`config.mk`:
```
export PLATFORM = sky130hd
export DESIGN_NAME = booth_mult_ctrl
export DESIGN_NICKNAME = d
export VERILOG_FILES = /design/src/rtl/booth_mult_ctrl.sv
export SDC_FILE = /design/constraint.sdc
export NUM_CORES = 1
export LEC_CHECK = 0
export CORE_UTILIZATION = 42
export CTS_CLUSTER_SIZE = 24
export DETAILED_ROUTE_END_ITERATION = 16
export PLACE_DENSITY = 0.95
export SKIP_LAST_GASP = 1
export SLEW_MARGIN = 40
export SYNTH_ARGS = -nofsm -noshare
export SYNTH_HDL_FRONTEND = slang
export SYNTH_SLANG_ARGS = --single-unit
```
`constraint.sdc`:
```
create_clock -name clk -period 2.2 [get_ports clk]
set_input_delay 0.44 -clock clk [delete_from_list [all_inputs] [get_ports clk]]
set_output_delay 0.44 -clock clk [all_outputs]
set_load 0.01 [all_outputs]
```
`src/rtl/booth_mult_ctrl.sv`:
```
// booth_mult_ctrl
//   Operand-sequencing front end for a 32-bit radix-2 Booth multiplier core.
//   It accepts one signed operand pair over a valid/ready handshake, loads
//   the core, lets it run STEPS Booth steps, and captures the 64-bit product
//   in the single cycle where it is valid. The product is then held on a
//   valid/ready output until it is consumed.
//
// Optional feature macro: BOOTH_CTRL_ZERO_SKIP_EN
//   When defined, a job with a zero operand bypasses the core. prod_reg is
//   cleared and the FSM goes straight from IDLE to OUT.
//
// Ports
//   clk          clock; all state updates on the rising edge
//   rst          synchronous active-low reset
//   in_valid     operand pair present
//   in_ready     block can accept an operand pair (IDLE only)
//   in_a/in_b    multiplicand / multiplier, two's complement
//   out_valid    out_product holds a finished result
//   out_ready    consumer takes the result
//   out_product  signed 64-bit product
//   busy         high in every state except IDLE
//   mult_load    to core: load operands / park the core
//   mult_a/b     to core: operands, taken from the operand registers
//   mult_product from core: {a,q} register contents
//
// state | meaning
// ------+----------------------------------------------------------
// IDLE  | ready for an operand pair; core parked (mult_load=1)
// LOAD  | core loads mult_a/mult_b; step counter cleared
// RUN   | core performs one Booth step per cycle, STEPS cycles total
// CAPT  | core product valid this cycle only; captured into prod_reg
// OUT   | product presented until out_ready; core parked
module booth_mult_ctrl #(
  parameter int STEPS = 32,
  parameter int CNT_W = 6
) (
  input  logic        clk,
  input  logic        rst,
  input  logic        in_valid,
  output logic        in_ready,
  input  logic [31:0] in_a,
  input  logic [31:0] in_b,
  output logic        out_valid,
  input  logic        out_ready,
  output logic [63:0] out_product,
  output logic        busy,
  output logic        mult_load,
  output logic [31:0] mult_a,
  output logic [31:0] mult_b,
  input  logic [63:0] mult_product
);

  typedef enum logic [2:0] {
    S_IDLE = 3'd0,
    S_LOAD = 3'd1,
    S_RUN  = 3'd2,
    S_CAPT = 3'd3,
    S_OUT  = 3'd4
  } state_t;

  localparam logic [CNT_W-1:0] CNT_LAST = CNT_W'(STEPS - 1);

  state_t            state_q, state_d;
  logic [CNT_W-1:0]  cnt;
  logic [31:0]       a_reg, b_reg;
  logic [63:0]       prod_reg;
  logic              zero_op;

`ifdef BOOTH_CTRL_ZERO_SKIP_EN
  assign zero_op = (in_a == 32'd0) || (in_b == 32'd0);
`else
  assign zero_op = 1'b0;
`endif

  always_ff @(posedge clk) begin
    if (!rst) begin
      state_q  <= S_IDLE;
      cnt      <= '0;
      a_reg    <= '0;
      b_reg    <= '0;
      prod_reg <= '0;
    end else begin
      state_q <= state_d;
      case (state_q)
        S_IDLE: begin
          if (in_valid) begin
            a_reg <= in_a;
            b_reg <= in_b;
            if (zero_op) prod_reg <= '0;
          end
        end
        S_LOAD:  cnt <= '0;
        S_RUN:   cnt <= cnt + 1'b1;
        // The core keeps shifting after the last step, so this is the only
        // cycle in which mult_product can be taken.
        S_CAPT:  prod_reg <= mult_product;
        default: ;
      endcase
    end
  end

  always_comb begin
    state_d   = state_q;
    in_ready  = 1'b0;
    out_valid = 1'b0;
    mult_load = 1'b1;
    case (state_q)
      S_IDLE: begin
        in_ready = 1'b1;
        if (in_valid) state_d = zero_op ? S_OUT : S_LOAD;
      end
      S_LOAD: state_d = S_RUN;
      S_RUN: begin
        mult_load = 1'b0;
        if (cnt == CNT_LAST) state_d = S_CAPT;
      end
      S_CAPT: begin
        mult_load = 1'b0;
        state_d   = S_OUT;
      end
      S_OUT: begin
        out_valid = 1'b1;
        if (out_ready) state_d = S_IDLE;
      end
      default: state_d = S_IDLE;
    endcase
  end

  assign busy        = (state_q != S_IDLE);
  assign mult_a      = a_reg;
  assign mult_b      = b_reg;
  assign out_product = prod_reg;

endmodule
```
Yosys cells after proc, flatten, opt, wreduce, memory -nomap -nowiden --
Index checks and enable logic that the tools add are counted.
Storage, ports and cells: bits in registers 137, bits in latches 0, RAM bits 0, bits in read-only memories 0, bits of input ports 132, output and inout port bits 132, word-level logic and storage cells 28, memories kept 0
Operators by class: add/subtract/negate cells 1, multipliers 0, divide/modulo/power cells 0, $lt $le $gt $ge 0, equal/unequal tests 8, shift operators 0, multiplexer cells 8, bitwise operators 0, reduce and logical (&&, ||, !) cells 6
Operators by type and width (number):
- $pmux 3 s5 | 1
- $pmux 6 s2 | 1
- $mux 3 | 3
- $add 6x1->6 const B | 1
- $eq 3x2->1 const B | 2
- $eq 6x5->1 const B | 1
- $ne 2x2->1 const B | 3
- $eq 3x1->1 const B | 1
- $eq 3x3->1 const B | 1
- $logic_not 3->1 | 1
- $mux 1 | 3
- $reduce_and 3->1 | 1
- $reduce_bool 3->1 | 1
- $reduce_and 2->1 | 1
- $reduce_bool 2->1 | 1
- $reduce_or 2->1 | 1

Longest topological paths before layout --
word-level depth 3, gate-level depth with buffers 7, depth with buffers taken out 5

Least setup slack after synthesis --
OpenSTA, ideal clock, no wires.
path type input -> register, start point input port rst, end point register a_reg[0] (netlist: mult_a[0]), setup time 0.132 ns, arrival 1.271 ns, data required time 2.068 ns, setup slack 0.797 ns, stages on the path 5, buffers on the path 3, cell sequence clkbuf_1 > inv_1 > clkbuf_1 > clkbuf_1 > a21oi_1
RTL lines:
- start: declaration | line 38 | input logic rst,
- end signal: assignment | line 87 | a_reg <= in_a;
- end: declaration | line 65 | logic [31:0] a_reg, b_reg;
No word-level cell between the ends.

Final worst setup path --
start point register state_q[1], end point output port mult_load
On the way: longest elaborated chain between the ends 3, elaborated cells between the ends (all ways) 4, those cells by class eq/ne: 2; mux: 1; reduce/logical: 1
RTL lines:
- start: declaration | line 63 | state_t state_q, state_d;
- start signal: assignment | line 83 | state_q <= state_d;
- $eq 3x2->1 | line 107 | case (state_q)
- $reduce_or 2->1 (no line) (*)
- $mux 1 (*) | line 107
- end: declaration | line 47 | output logic mult_load,
Every way passes the cells marked *; elsewhere a longest branch is shown, timed or not.

==> key figures <==
Worst setup path
  • Endpoint of the worst register-to-register path: out_product[41]$_SDFFE_PN0N_
  • Reg-to-reg critical path startpoint: state_q[1]$_SDFFE_PN0P_
  • Data arrival time of the worst path: 1.68 ns
  • Kind of end point of the critical path: output pin
  • CP max FO: 13
  • Launching instance or port of the critical path: state_q[1]$_SDFFE_PN0P_
  • Critical path class: flop to output pin
  • Required time of the worst setup path: 1.76 ns
  • Startpoint type of the worst setup path: flop
  • Reg2Reg Setup Slack: 0.55 ns
  • Setup crit end: mult_load
  • Depth of the worst register-to-register path: 5

Synth
  • Post-Synthesis Cells: 618
  • Synth area leaders: sky130_fd_sc_hd__dfxtp_1 55%, sky130_fd_sc_hd__nand2_1 20%, sky130_fd_sc_hd__a21oi_1 11%
  • Number of synthesized register bits: 137
  • Ys Warns: 0
  • Largest area contributor in the synthesized netlist: sky130_fd_sc_hd__dfxtp_1
  • Main flop type after synthesis: sky130_fd_sc_hd__dfxtp_1
  • Count of unique library cells instantiated by Yosys: 35
  • Netlist Area Pre-Place: 4948 sq um
  • Post-synth EDFFs: 0
  • Share of Yosys cell area claimed by the top area cell type: 55.42%
  • Nets in the synthesized netlist: 751
  • Seq/Total Area, Yosys: 55.42%
  • Synth Area per Inst: 8.007 sq um
  • Proportion of synthesized flip-flops having asynchronous set or reset: 0%

Routing
  • Via density per instance: 5.023
  • Routed via count: 5128
  • Routed wirelength normalized by instance count: 14.78 um
  • Number of design-rule violations left by the first detailed-router iteration: 332
  • Post-route antenna net violation count: 0
  • Pre-Repair DR Iteration Count: 4
  • WL final: 15.09 mm
  • Post-detailed-route DRC marker count: 0

CTS
  • Clock transition time at the flip-flop clock pins of the worst setup and hold paths: 0.05 ns
  • Cts bufs inserted: 17
  • Worst-Skew Late Latency: 0.41 ns
  • CTS Hold Bufs: 0
  • H-Tree Depth: 4
  • Clock buffer depth: 2
  • Root buffer cell: sky130_fd_sc_hd__clkbuf_16
  • Clock sink count: 137
  • TritonCTS clock tree: yes

Global route
  • Global routing usage summed across all routing layers: 25.17%
  • Sum of overflow across all layers after global routing: 0
  • Wire length of the first global-routing pass: 24.39 mm
  • Pin count of the biggest net entering global routing: 65
  • Number of antenna violations at the first check in global routing: 0
  • Via count of the first global-routing pass: 5051

Power
  • Share of total power in combinational logic: 14.8%
  • Int Power: 4762 uW
  • Power per standard cell area: 751.0 nW/um^2
  • P_sw: 1433 uW
  • Maximum VDD drop: 0.0006657 V
  • Switching Fraction: 23.13%
  • Proportion of power drawn by flip-flops and latches: 43.1%
  • Leakage power of the design: 0.002945 uW
  • Clock power share: 42.1%

Layout
  • Commonest cells after routing, fill and taps aside: 262 x sky130_fd_sc_hd__clkdlybuf4s50_1, 259 x sky130_fd_sc_hd__nand2_1, 134 x sky130_fd_sc_hd__dfxtp_1
  • Most common cell after layout, fill and taps aside: sky130_fd_sc_hd__clkdlybuf4s50_1
  • Layout overhead on the synthesized area: 66.70%
  • Total Nets Final: 1001
  • Final standard cell utilization of the core: 71.94%
  • Layout cells sized above 1: 5.695%
  • Number of antenna diodes: 0

STA
  • Final clock period utilization by the worst path: 96.50%
  • Highest clock rate: 471.0 MHz
  • Endpoints failing setup: 0
  • Hold violation total from the final report: 0
  • Tightest slew margin relative to the limit: 57.64%
  • Max Slew Vio Count: 0
  • Actual slew at the worst max-slew pin: 0.6354 ns
  • Fin Setup TNS: 0 ns
  • Post-Route Skew: 0.005973 ns
  • Tmin final: 2.123 ns
  • Setup WS post-layout: 0.07699 ns

Die
  • Core box area: 11470 sq um
  • Initial Utilization: 43.15%
  • Standard-cell rows: 39
  • Area enclosed by the die boundary: 12220 sq um
  • Width of the die: 110.5 um
  • DIE HEIGHT: 110.5 um
  • Io pins: 264

Place
  • RD Place Congestion: 0.8224
  • Pre-CTS setup slack: 0.3321 ns
  • HPWL after detailed placement: 10.39 mm
  • Number of buffers added on ports: 263

Outcome
  • Status: complete, no violations

Run
  • Max capacitance violation total: 0

Hold path
  • Worst Hold Class: flop to flop
Yosys cell counts, drive strengths merged (2+ instances only):
cell / n
nand2: 261
dfxtp: 137
a21oi: 109
clkbuf: 26
a21boi: 20
buf: 18
inv: 5
nor2b: 5
and2: 4
nand3: 4
a31oi: 3
nor2: 3
a22oi: 2
nand3b: 2
nor3: 2
o21ai: 2
o22ai: 2
or3: 2
flip-flops by register name (all words and copies together), names as in the netlist:
signal and count:
out_product 64, mult_b 32, mult_a 32, state_q 3, cnt 6
cell type report:
cell class              instances  area [sq um]
fillers                       794          3218
repair buffers                275          2788
flip-flops and latches        137          2746
multi-input cells             432          1972
clock buffers                  28         536.8
well taps                     143         178.9
inverters                       5         20.02
clock inverters                 1         7.507
worst max-delay path, cell delays in order (launching register included):
cell	delay, ns
sky130_fd_sc_hd__dfxtp_2	0.48
sky130_fd_sc_hd__nor2b_4	0.24
sky130_fd_sc_hd__inv_2	0.07
sky130_fd_sc_hd__clkdlybuf4s50_1	0.48
cell families after synthesis:
| group | after synthesis | share of synthesized area [%] |
|---|---|---|
| simple gates | 288 | 23.36 |
| flops | 137 | 55.42 |
| compound gates | 141 | 15.68 |
| fa+ha+maj | 1 | 0.2528 |
| mux | 1 | 0.2275 |
| buf+inv | 49 | 4.879 |
| xor+xnor | 1 | 0.1770 |
per-stage QoR:
step	total power (uW)	hold slack [ns]	area, sq um	std cells
finish	6195	0.4508	8249	1021
global route	6440	0.4675	8249	1021
CTS	6246	0.4526	8230	1019
detailed placement	3630	0.4453	7684	990
global placement	3608	0.4403	7684	990
floorplan	3073	0.4497	4949	618
repair_timing:
action                     4_1_cts  5_1_grt
setup endpoints to repair        4        2
buffers inserted                 0        2
pin swaps                        1        1
gates resized for setup          2        2
power by group through the flow:
| stage | logic, uW | registers [uW] | clock network, uW |
|---|---|---|---|
| final | 917 | 2670 | 2610 |
| after CTS | 919 | 2670 | 2660 |
| after global placement | 893 | 2720 | 0 |
| after global routing | 989 | 2690 | 2770 |
| after detailed placement | 908 | 2720 | 0 |
| after floorplan | 313 | 2760 | 0 |
metal layers:
metal  GRT usage, %  up-vias  routed length (um)
met2          44.72      234                7757
met3          10.15       30                1505
met1          25.55     2365                5427
met5              0        -                   0
met4          11.91        0                 395
li1               -     2499                   -
how the worst min path moves through the flow:
stage,start,endpoint,cells after the start
4_1_cts,mult_a[7]$_SDFFE_PN0P_,mult_a[7]$_SDFFE_PN0P_,2
6_report,mult_a[7]$_SDFFE_PN0P_,mult_a[7]$_SDFFE_PN0P_,2
3_5_place_dp,mult_b[6]$_SDFFE_PN0P_,mult_b[6]$_SDFFE_PN0P_,2
2_1_floorplan,cnt[5]$_SDFFE_PN0P_,cnt[5]$_SDFFE_PN0P_,2
5_1_grt,out_product[27]$_SDFFE_PN0N_,out_product[27]$_SDFFE_PN0N_,2
3_3_place_gp,mult_a[10]$_SDFFE_PN0P_,mult_a[10]$_SDFFE_PN0P_,2
(Power assumes the default switching activity.)
